`src/rtl/axi_lite_master_ctrl_if.sv`:
```
// axi_lite_master_ctrl_if: single-beat AXI-Lite bus (AW/W/B/AR/R).
// master modport drives valids/payload and B/R readies.
interface axi_lite_master_ctrl_if #(
    parameter int ADDR_W = 32,
    parameter int DATA_W = 32
);
    logic                  awvalid;
    logic                  awready;
    logic [ADDR_W-1:0]     awaddr;
    logic                  wvalid;
    logic                  wready;
    logic [DATA_W-1:0]     wdata;
    logic [DATA_W/8-1:0]   wstrb;
    logic                  bvalid;
    logic                  bready;
    logic [1:0]            bresp;
    logic                  arvalid;
    logic                  arready;
    logic [ADDR_W-1:0]     araddr;
    logic                  rvalid;
    logic                  rready;
    logic [DATA_W-1:0]     rdata;
    logic [1:0]            rresp;

    modport master (
        output awvalid, awaddr,
        input  awready,
        output wvalid, wdata, wstrb,
        input  wready,
        input  bvalid, bresp,
        output bready,
        output arvalid, araddr,
        input  arready,
        input  rvalid, rdata, rresp,
        output rready
    );

    modport slave (
        input  awvalid, awaddr,
        output awready,
        input  wvalid, wdata, wstrb,
        output wready,
        output bvalid, bresp,
        input  bready,
        input  arvalid, araddr,
        output arready,
        output rvalid, rdata, rresp,
        input  rready
    );
endinterface

```
`src/rtl/axi_lite_master_ctrl.sv`:
```
// axi_lite_master_ctrl: command-driven single-transaction AXI-Lite master.
// Optional response timeout enabled by defining AXI_MASTER_TIMEOUT_EN.
module axi_lite_master_ctrl #(
    parameter int ADDR_W         = 32,
    parameter int DATA_W         = 32,
    parameter int TIMEOUT_CYCLES = 256
) (
    input  logic                clk_i,
    input  logic                rst_ni,
    input  logic                cmd_valid_i,
    output logic                cmd_ready_o,
    input  logic                cmd_we_i,
    input  logic [ADDR_W-1:0]   cmd_addr_i,
    input  logic [DATA_W-1:0]   cmd_wdata_i,
    input  logic [DATA_W/8-1:0] cmd_wstrb_i,
    output logic                rsp_valid_o,
    output logic [DATA_W-1:0]   rsp_rdata_o,
    output logic [1:0]          rsp_resp_o,
    axi_lite_master_ctrl_if.master axi
);

    if (TIMEOUT_CYCLES < 1) begin : g_bad_timeout
        $error("TIMEOUT_CYCLES must be at least 1");
    end

    typedef enum logic [2:0] {
        S_IDLE,
        S_WADDR,
        S_WRESP,
        S_RADDR,
        S_RDATA,
        S_DONE
    } state_t;

    state_t state_q;
    logic   aw_done_q;
    logic   w_done_q;
    logic   aw_hs;
    logic   w_hs;

`ifdef AXI_MASTER_TIMEOUT_EN
    localparam int TO_W = $clog2(TIMEOUT_CYCLES + 1);
    localparam logic [TO_W-1:0] TO_LAST = TO_W'(TIMEOUT_CYCLES - 1);
    logic [TO_W-1:0] to_cnt_q;
`endif

    assign aw_hs = axi.awvalid & axi.awready;
    assign w_hs  = axi.wvalid & axi.wready;

    // Command sequencer: every output is a register owned by this FSM.
    always_ff @(posedge clk_i or negedge rst_ni) begin
        if (!rst_ni) begin
            state_q     <= S_IDLE;
            aw_done_q   <= 1'b0;
            w_done_q    <= 1'b0;
            cmd_ready_o <= 1'b0;
            rsp_valid_o <= 1'b0;
            rsp_rdata_o <= '0;
            rsp_resp_o  <= 2'b00;
            axi.awvalid <= 1'b0;
            axi.awaddr  <= '0;
            axi.wvalid  <= 1'b0;
            axi.wdata   <= '0;
            axi.wstrb   <= '0;
            axi.bready  <= 1'b0;
            axi.arvalid <= 1'b0;
            axi.araddr  <= '0;
            axi.rready  <= 1'b0;
`ifdef AXI_MASTER_TIMEOUT_EN
            to_cnt_q    <= '0;
`endif
        end else begin
            rsp_valid_o <= 1'b0;
            unique case (state_q)
                S_IDLE: begin
                    cmd_ready_o <= 1'b1;
                    if (cmd_valid_i && cmd_ready_o) begin
                        cmd_ready_o <= 1'b0;
                        if (cmd_we_i) begin
                            axi.awaddr  <= cmd_addr_i;
                            axi.wdata   <= cmd_wdata_i;
                            axi.wstrb   <= cmd_wstrb_i;
                            axi.awvalid <= 1'b1;
                            axi.wvalid  <= 1'b1;
                            aw_done_q   <= 1'b0;
                            w_done_q    <= 1'b0;
                            state_q     <= S_WADDR;
                        end else begin
                            axi.araddr  <= cmd_addr_i;
                            axi.arvalid <= 1'b1;
                            state_q     <= S_RADDR;
                        end
                    end
                end
                S_WADDR: begin
                    if (aw_hs) begin
                        axi.awvalid <= 1'b0;
                        aw_done_q   <= 1'b1;
                    end
                    if (w_hs) begin
                        axi.wvalid <= 1'b0;
                        w_done_q   <= 1'b1;
                    end
                    if ((aw_done_q || aw_hs) && (w_done_q || w_hs)) begin
                        axi.bready <= 1'b1;
                        state_q    <= S_WRESP;
`ifdef AXI_MASTER_TIMEOUT_EN
                        to_cnt_q   <= '0;
`endif
                    end
                end
                S_WRESP: begin
                    if (axi.bvalid) begin
                        axi.bready  <= 1'b0;
                        rsp_resp_o  <= axi.bresp;
                        rsp_rdata_o <= '0;
                        rsp_valid_o <= 1'b1;
                        state_q     <= S_DONE;
                    end
`ifdef AXI_MASTER_TIMEOUT_EN
                    else if (to_cnt_q == TO_LAST) begin
                        axi.bready  <= 1'b0;
                        rsp_resp_o  <= 2'b11;
                        rsp_rdata_o <= '0;
                        rsp_valid_o <= 1'b1;
                        state_q     <= S_DONE;
                    end else begin
                        to_cnt_q <= to_cnt_q + 1'b1;
                    end
`endif
                end
                S_RADDR: begin
                    if (axi.arready) begin
                        axi.arvalid <= 1'b0;
                        axi.rready  <= 1'b1;
                        state_q     <= S_RDATA;
`ifdef AXI_MASTER_TIMEOUT_EN
                        to_cnt_q    <= '0;
`endif
                    end
                end
                S_RDATA: begin
                    if (axi.rvalid) begin
                        axi.rready  <= 1'b0;
                        rsp_resp_o  <= axi.rresp;
                        rsp_rdata_o <= axi.rdata;
                        rsp_valid_o <= 1'b1;
                        state_q     <= S_DONE;
                    end
`ifdef AXI_MASTER_TIMEOUT_EN
                    else if (to_cnt_q == TO_LAST) begin
                        axi.rready  <= 1'b0;
                        rsp_resp_o  <= 2'b11;
                        rsp_rdata_o <= '0;
                        rsp_valid_o <= 1'b1;
                        state_q     <= S_DONE;
                    end else begin
                        to_cnt_q <= to_cnt_q + 1'b1;
                    end
`endif
                end
                S_DONE: begin
                    cmd_ready_o <= 1'b1;
                    state_q     <= S_IDLE;
                end
                default: begin
                    state_q <= S_IDLE;
                end
            endcase
        end
    end

endmodule

```
`src/flat_wrapper.sv`:
```
// flat-port wrapper written by rule: the top's interface ports become plain ports
module axi_lite_master_ctrl_flat 
#(
    parameter int ADDR_W         = 32,
    parameter int DATA_W         = 32,
    parameter int TIMEOUT_CYCLES = 256
)
  (clk_i, rst_ni, cmd_valid_i, cmd_ready_o, cmd_we_i, cmd_addr_i, cmd_wdata_i, cmd_wstrb_i, rsp_valid_o, rsp_rdata_o, rsp_resp_o, axi_awvalid, axi_awaddr, axi_awready, axi_wvalid, axi_wdata, axi_wstrb, axi_wready, axi_bvalid, axi_bresp, axi_bready, axi_arvalid, axi_araddr, axi_arready, axi_rvalid, axi_rdata, axi_rresp, axi_rready);
  axi_lite_master_ctrl_if #(.ADDR_W(ADDR_W), .DATA_W(DATA_W)) axi_i ();
  input  logic clk_i;
  input  logic rst_ni;
  input  logic cmd_valid_i;
  output logic cmd_ready_o;
  input  logic cmd_we_i;
  input  logic [ADDR_W-1:0] cmd_addr_i;
  input  logic [DATA_W-1:0] cmd_wdata_i;
  input  logic [DATA_W/8-1:0] cmd_wstrb_i;
  output logic rsp_valid_o;
  output logic [DATA_W-1:0] rsp_rdata_o;
  output logic [1:0] rsp_resp_o;
  output wire logic [$bits(axi_i.awvalid)-1:0] axi_awvalid;
  output wire logic [$bits(axi_i.awaddr)-1:0] axi_awaddr;
  input wire logic [$bits(axi_i.awready)-1:0] axi_awready;
  output wire logic [$bits(axi_i.wvalid)-1:0] axi_wvalid;
  output wire logic [$bits(axi_i.wdata)-1:0] axi_wdata;
  output wire logic [$bits(axi_i.wstrb)-1:0] axi_wstrb;
  input wire logic [$bits(axi_i.wready)-1:0] axi_wready;
  input wire logic [$bits(axi_i.bvalid)-1:0] axi_bvalid;
  input wire logic [$bits(axi_i.bresp)-1:0] axi_bresp;
  output wire logic [$bits(axi_i.bready)-1:0] axi_bready;
  output wire logic [$bits(axi_i.arvalid)-1:0] axi_arvalid;
  output wire logic [$bits(axi_i.araddr)-1:0] axi_araddr;
  input wire logic [$bits(axi_i.arready)-1:0] axi_arready;
  input wire logic [$bits(axi_i.rvalid)-1:0] axi_rvalid;
  input wire logic [$bits(axi_i.rdata)-1:0] axi_rdata;
  input wire logic [$bits(axi_i.rresp)-1:0] axi_rresp;
  output wire logic [$bits(axi_i.rready)-1:0] axi_rready;
  assign axi_awvalid = axi_i.awvalid;
  assign axi_awaddr = axi_i.awaddr;
  assign axi_i.awready = axi_awready;
  assign axi_wvalid = axi_i.wvalid;
  assign axi_wdata = axi_i.wdata;
  assign axi_wstrb = axi_i.wstrb;
  assign axi_i.wready = axi_wready;
  assign axi_i.bvalid = axi_bvalid;
  assign axi_i.bresp = axi_bresp;
  assign axi_bready = axi_i.bready;
  assign axi_arvalid = axi_i.arvalid;
  assign axi_araddr = axi_i.araddr;
  assign axi_i.arready = axi_arready;
  assign axi_i.rvalid = axi_rvalid;
  assign axi_i.rdata = axi_rdata;
  assign axi_i.rresp = axi_rresp;
  assign axi_rready = axi_i.rready;
  axi_lite_master_ctrl #(.ADDR_W(ADDR_W), .DATA_W(DATA_W), .TIMEOUT_CYCLES(TIMEOUT_CYCLES)) u_core (.clk_i(clk_i), .rst_ni(rst_ni), .cmd_valid_i(cmd_valid_i), .cmd_ready_o(cmd_ready_o), .cmd_we_i(cmd_we_i), .cmd_addr_i(cmd_addr_i), .cmd_wdata_i(cmd_wdata_i), .cmd_wstrb_i(cmd_wstrb_i), .rsp_valid_o(rsp_valid_o), .rsp_rdata_o(rsp_rdata_o), .rsp_resp_o(rsp_resp_o), .axi(axi_i));
endmodule
```
`config.mk`:
```
export PLATFORM = sky130hd
export DESIGN_NAME = axi_lite_master_ctrl_flat
export DESIGN_NICKNAME = d
export VERILOG_FILES = /design/src/rtl/axi_lite_master_ctrl_if.sv /design/src/rtl/axi_lite_master_ctrl.sv /design/src/flat_wrapper.sv
export SDC_FILE = /design/constraint.sdc
export NUM_CORES = 1
export LEC_CHECK = 0
export ABC_AREA = 1
export CELL_PAD_IN_SITES_DETAIL_PLACEMENT = 1
export CELL_PAD_IN_SITES_GLOBAL_PLACEMENT = 1
export CORE_AREA = 5 5 141 143
export DETAILED_ROUTE_END_ITERATION = 10
export DIE_AREA = 0 0 146 148
export MAX_ROUTING_LAYER = met4
export PLACE_DENSITY_LB_ADDON = 0.1
export SLEW_MARGIN = 5
export SYNTH_ARGS = -nofsm -noshare
export SYNTH_HDL_FRONTEND = slang
export SYNTH_SLANG_ARGS = --single-unit
```
`constraint.sdc`:
```
create_clock -name clk_i -period 2.66 [get_ports clk_i]
set_input_delay 0.532 -clock clk_i [delete_from_list [all_inputs] [get_ports clk_i]]
set_output_delay 0.532 -clock clk_i [all_outputs]
set_load 0.02 [all_outputs]
```
==> impl_metrics.ini, run 1 <==
[run_status]
status = finished clean

[yosys]
synth_cell_types = 25
synth_nets = 732
synth_cells = 619
synth.avg_cell_area_sq_um = 9.88
synth_commonest_cells = 176 x nand2_1, 146 x dfrtp_1, 80 x inv_1, 66 x o21ai_2, 39 x nand3_1
synth_seq_cells = 146
yosysMostFrequentCell = nand2_1
yosysWarnings = 0
netlist_area_sq_um = 6120
ys_seq_area_share_pct = 59.7
synth_top_area_share_pct = 59.7
synthArstFlopShare_pct = 100
netlist_top_cells_area = dfrtp_1 60%, nand2_1 11%, o21ai_2 9.4%
synthFlopType = dfrtp_1
yosys.area.top_type = dfrtp_1
synth-edff-count = 0

[placement]
dp_hpwl_um = 13900
dpl_worst_slack_ns = 0.554
place_congestion = 0.786
port_buffers = 253

[sta]
relSlewSlack_pct = 62.8
hold_violations = 0
fin_crit_ns = 1.96
setup_viol = 0
rsz0062_at_grt = false
clock_skew_ns = 0.00941
max_freq_mhz = 509
fin_crit_sh_pct = 73.8
slew_violations = 0
worst_pin_slew_ns = 0.557
finalHoldWorstSlack_ns = 0.0391
fin_setup_tns_ns = 0
setup_slack_ns = 0.696

[die]
die_area_sq_um = 21600
die_x_um = 146
pin_count = 254
initial_core_util_pct = 33.2
fp.dieH_um = 148
row_count = 50
core_sq_um = 18500

[detailed_routing]
ant_nets = 0
post_drt_via_cell_ratio = 4.56
wl_um = 18600
drt_iter0_markers = 126
firstDrtPassIters = 4
drc_errors = 0
wire_per_inst_um = 16.7
vias = 5083

[critical_path]
crit_type = reg2out
regToRegEndpoint = u_core.axi.araddr[15]
rr_worst_depth = 7
critPathBufInv = 1
r2r_start = u_core.state_q[2]
r2r_slack_ns = 0.91
path_cells = clkdlybuf4s50_1
startpoint = u_core.axi.awaddr[31]
crit_end = axi_awaddr[31]
cp.arrival_ns = 1.43
path_max_fanout = 2
crit_slowest_cell = clkdlybuf4s50_1
slowest_delay_ns = 0.65
path_depth = 1
worstSetupEndpointType = output pin
required_ns = 2.13
start_kind = flip-flop
path_delay_family = buffers and inverters

[finish]
final_nets = 980
antenna_cells = 0
areaGrowthSynthToFinish_pct = 53.3
drive_above_1_share_pct = 14.2
nFillCells = 2047

[clock_tree]
numClockSinks = 146
cts_buffer_depth = 2
clk_latency_ns = 0.42
cts_resized = 0
cts_buffers = 17
cts_tree = done
clkTransAtPathRegs_ns = 0.06
cts_htree_levels = 4
ctsHoldBuffers = 0
root_buffer = clkbuf_16
post-cts-setup-buffers = 0

[grt]
grt_max_degree = 91
antenna_found_initial = 0
grt.total_usage_pct = 18.1
gr-total-overflow = 0
grt_pass1_wl_um = 30100
grt_pass1_vias = 5527

[power_and_ir_drop]
p_leak_uw = 0.00450
peakVddDrop_uv = 439
power.density_nw_per_um2 = 1260

[worst_hold_path]
min_path_type = in2async

[run]
maxCapViolCount = 0
==> logic make-up after synthesis <==
group	synth area share (%)
AOI/OAI and AO/OA	13.7
DFF	59.7
and+or+nand+nor	17.0
buffers and inverters	9.53
==> per-layer routing <==
| layer | GRT usage, % | vias to the layer above | part of all wire, % |
|---|---|---|---|
| met1 | 20.7 | 2462 | 40 |
| met5 | - | - | 0 |
| met4 | 6.11 | 0 | 2.1 |
| met2 | 30.0 | 166 | 50 |
| li1 | - | 2430 | - |
| met3 | 6.22 | 25 | 7.4 |
==> cell usage in the layout (no fill, tap or decap), types with 4 or more instances in the layout <==
| cell | n |
|---|---|
| buf_12 | 4 |
| nand2_1 | 176 |
| nand3_1 | 39 |
| a21oi_1 | 7 |
| dfrtp_1 | 146 |
| clkdlybuf4s50_1 | 252 |
| buf_4 | 4 |
| o21ai_2 | 66 |
| clkinvlp_4 | 4 |
| clkbuf_16 | 17 |
| o21ai_1 | 4 |
| nor2_1 | 8 |
| o21ai_0 | 38 |
| nand2_2 | 9 |
| inv_1 | 80 |
==> metrics by stage <==
step / util [%] / total power, uW / instance area (sq um) / std cells
floorplan: - / 6820 / 6120 / 619
global placement: 47.6 / 9320 / 8780 / 1082
detailed placement: 47.6 / 9520 / 8780 / 1082
CTS: 50.8 / 12000 / 9380 / 1114
global route: 50.8 / 12600 / 9380 / 1114
finish: 50.8 / 11800 / 9380 / 1114
==> flip-flops by register name, indices dropped and copies added, names as in the netlist <==
register,count
u_core.rsp_resp_o,2
u_core.w_done_q,1
u_core.axi.arvalid,1
u_core.rsp_valid_o,1
u_core.aw_done_q,1
u_core.axi.wvalid,1
u_core.axi.awvalid,1
u_core.rsp_rdata_o,32
u_core.state_q,3
u_core.axi.wdata,32
u_core.axi.bready,1
u_core.axi.rready,1
u_core.axi.wstrb,4
u_core.cmd_ready_o,1
u_core.axi.awaddr,32
u_core.axi.araddr,32
==> how the worst min path moves through the flow <==
stage	from	endpoint	slack, ns
detailed placement	u_core.axi.awaddr[17]	u_core.axi.awaddr[17]	0.47
finish	rst_ni	u_core.axi.wdata[31]	0.04
global placement	u_core.axi.wdata[0]	u_core.axi.wdata[0]	0.46
floorplan	rst_ni	u_core.aw_done_q	0.24
global route	rst_ni	u_core.axi.wdata[31]	0.06
CTS	rst_ni	u_core.axi.wdata[31]	0.05
==> area by class of cell <==
class	instances	area [sq um]	share of cell area (%)
Clock buffer	20	437	4.66
Timing Repair Buffer	261	2640	28.2
Clock inverter	12	156	1.67
Sequential cell	146	3650	39.0
Multi-Input combinational cell	358	1880	20.1
Tap cell	234	293	3.12
Inverter	83	312	3.32
==> where the power goes <==
part	leakage, uW	internal, uW	switching, uW
Clock	0.000277	1480	940
Combinational	0.00238	2510	3030
Sequential	0.00185	3230	616
Total	0.00450	7220	4590
Power figures use the tool's default switching activity.
==> run 2: changes to the inputs <==
CORE_AREA = 5 5 152 154   (was 5 5 141 143)
DIE_AREA = 0 0 157 159   (was 0 0 146 148)
clock period = 1.6 ns   (was 2.66 ns; I/O delays follow)
==> run 2 against run 1 <==
  * Non-clock buffer count increased by 20
  * Power increased by 61%
  * Global-route usage decreased by 2.5 points
  * Critical path depth increased by 7
  * Clock-buffer cell count decreased by 1
  * Largest power group unchanged
  * Die area increased by 16%
  * Highest routed layer unchanged
  * Cell area increased by 1.8%
  * Largest cell class unchanged
  * Critical path type is now reg2reg
  * Setup slack got worse by 0.60 ns
  * Sequential cell count unchanged
  * Via count increased by 0.63%
  * Worst hold slack improved by 0.32 ns
==> impl_metrics.ini, run 2 (synthesized netlist as in run 1, its figures left out) <==
[finish]
final_common_cell = nand2_1
fin_area_sq_um = 9540
fin_cells = 1178
final_cell_mix = 176 x nand2_1, 145 x dfrtp_1, 141 x dlygate4sd2_1, 111 x clkdlybuf4s50_1, 80 x inv_1
drive_above_1_share_pct = 15.9
areaGrowthSynthToFinish_pct = 56.0
final_nets = 1000

[sta]
hold_violations = 0
max_freq_mhz = 667
slew_violations = 0
setup_viol = 0
worst_pin_slew_ns = 0.322
fin_crit_ns = 1.50
finalHoldWorstSlack_ns = 0.356
relSlewSlack_pct = 78.5
rsz0062_at_grt = false
fin_crit_sh_pct = 93.7
clock_skew_ns = 0.00439

[grt]
grt_pass1_wl_um = 30300
antenna_found_initial = 1
gr-total-overflow = 0
grt_max_degree = 52
grt.total_usage_pct = 15.7
grt_pass1_vias = 5714

[die]
initial_core_util_pct = 28.4
die_x_um = 157
pin_count = 254
row_count = 54
core_sq_um = 21600
fp.dieH_um = 159
die_area_sq_um = 25000

[critical_path]
start_kind = flip-flop
required_ns = 1.95
path_max_fanout = 22
crit_slowest_cell = dfrtp_2
rr_worst_depth = 8
cp.arrival_ns = 1.85
crit_type = reg2reg
slowest_delay_ns = 0.45
r2r_slack_ns = 0.10
path_cells = buf_4, nor2_2, nand3_2, buf_12, inv_2, buf_12, nand2_1, nand2_1
critPathBufInv = 4
path_delay_family = buffers and inverters
path_depth = 8
worstSetupEndpointType = flip-flop

[detailed_routing]
ant_nets = 0
wire_per_inst_um = 15.9
drc_errors = 0
drt_iter0_markers = 174
post_drt_via_cell_ratio = 4.34
firstDrtPassIters = 4
wl_um = 18800
vias = 5115

[placement]
postPlaceCellArea_sq_um = 9080
place_congestion = 0.781
placed_cells = 1147
dp_hpwl_um = 14500
port_buffers = 253

[power_and_ir_drop]
peakVddDrop_uv = 671
p_leak_uw = 0.00505
power.density_nw_per_um2 = 1990

[clock_tree]
cts_buffers = 17
clk_latency_ns = 0.41
post-cts-setup-buffers = 0
cts_tree = done
root_buffer = clkbuf_16
numClockSinks = 146
cts_htree_levels = 4
cts_buffer_depth = 2
clkTransAtPathRegs_ns = 0.06

[run]
maxCapViolCount = 0

[run_status]
status = finished clean

[worst_hold_path]
min_path_type = in2async
run 2: power by group:
group,leakage (uW),switching [uW],internal (uW)
Combinational,0.00291,5150,3280
Sequential,0.00184,906,5380
Clock,0.000299,1510,2740
Total,0.00505,7570,11400
run 2: worst paths after layout:
kind                                        from                     end
max                            u_core.state_q[0]   u_core.rsp_rdata_o[1]
min                                       rst_ni    u_core.axi.wdata[30]
max reg2reg                    u_core.state_q[0]   u_core.rsp_rdata_o[1]
min reg2reg                u_core.axi.araddr[29]   u_core.axi.araddr[29]
max in group asynchronous                 rst_ni    u_core.axi.wdata[16]
min in group clk_i                 axi_rdata[13]  u_core.rsp_rdata_o[13]
run 2: metal layers:
layer  global-route usage [%]  wire [um]  up-vias
li1                         -          -     2470
met3                     5.33       1390       17
met1                     18.0       7610     2485
met5                        -          0        -
met4                     3.79        233        0
met2                     26.3       9530      143
run 2: per-stage QoR:
stage / worst slack, ns / power (uW) / utilization, % / setup TNS (ns)
floorplan: 0.271 / 11300 / - / 0
global placement: -0.186 / 15900 / 42.1 / -11.18
detailed placement: -0.225 / 16100 / 42.1 / -13.69
CTS: 0.0416 / 19400 / 44.2 / 0
global route: 0.000647 / 20300 / 44.3 / 0
finish: 0.101 / 19000 / 44.3 / 0
run 2: area by class of cell:
type	instances	area, sq um
clock inverter	10	185
sequential	146	3650
inverter	83	312
tap	280	350
timing repair buffer	281	2720
antenna	1	2.50
clock buffer	19	433
multi-input combinational	358	1880
fill	2431	12000
run 2: what timing repair did:
item                                    4_1_cts  5_1_grt
hold endpoints to repair                     25        0
hold buffers                                  1        0
endpoints found under the setup margin      141       15
resized for setup                           141        2
==> run 3: changes to the inputs <==
HOLD_SLACK_MARGIN = 0.15   (was unset)
==> results of run 3 <==
Same layout as run 2: the final DEF is identical, and so are final timing and power.
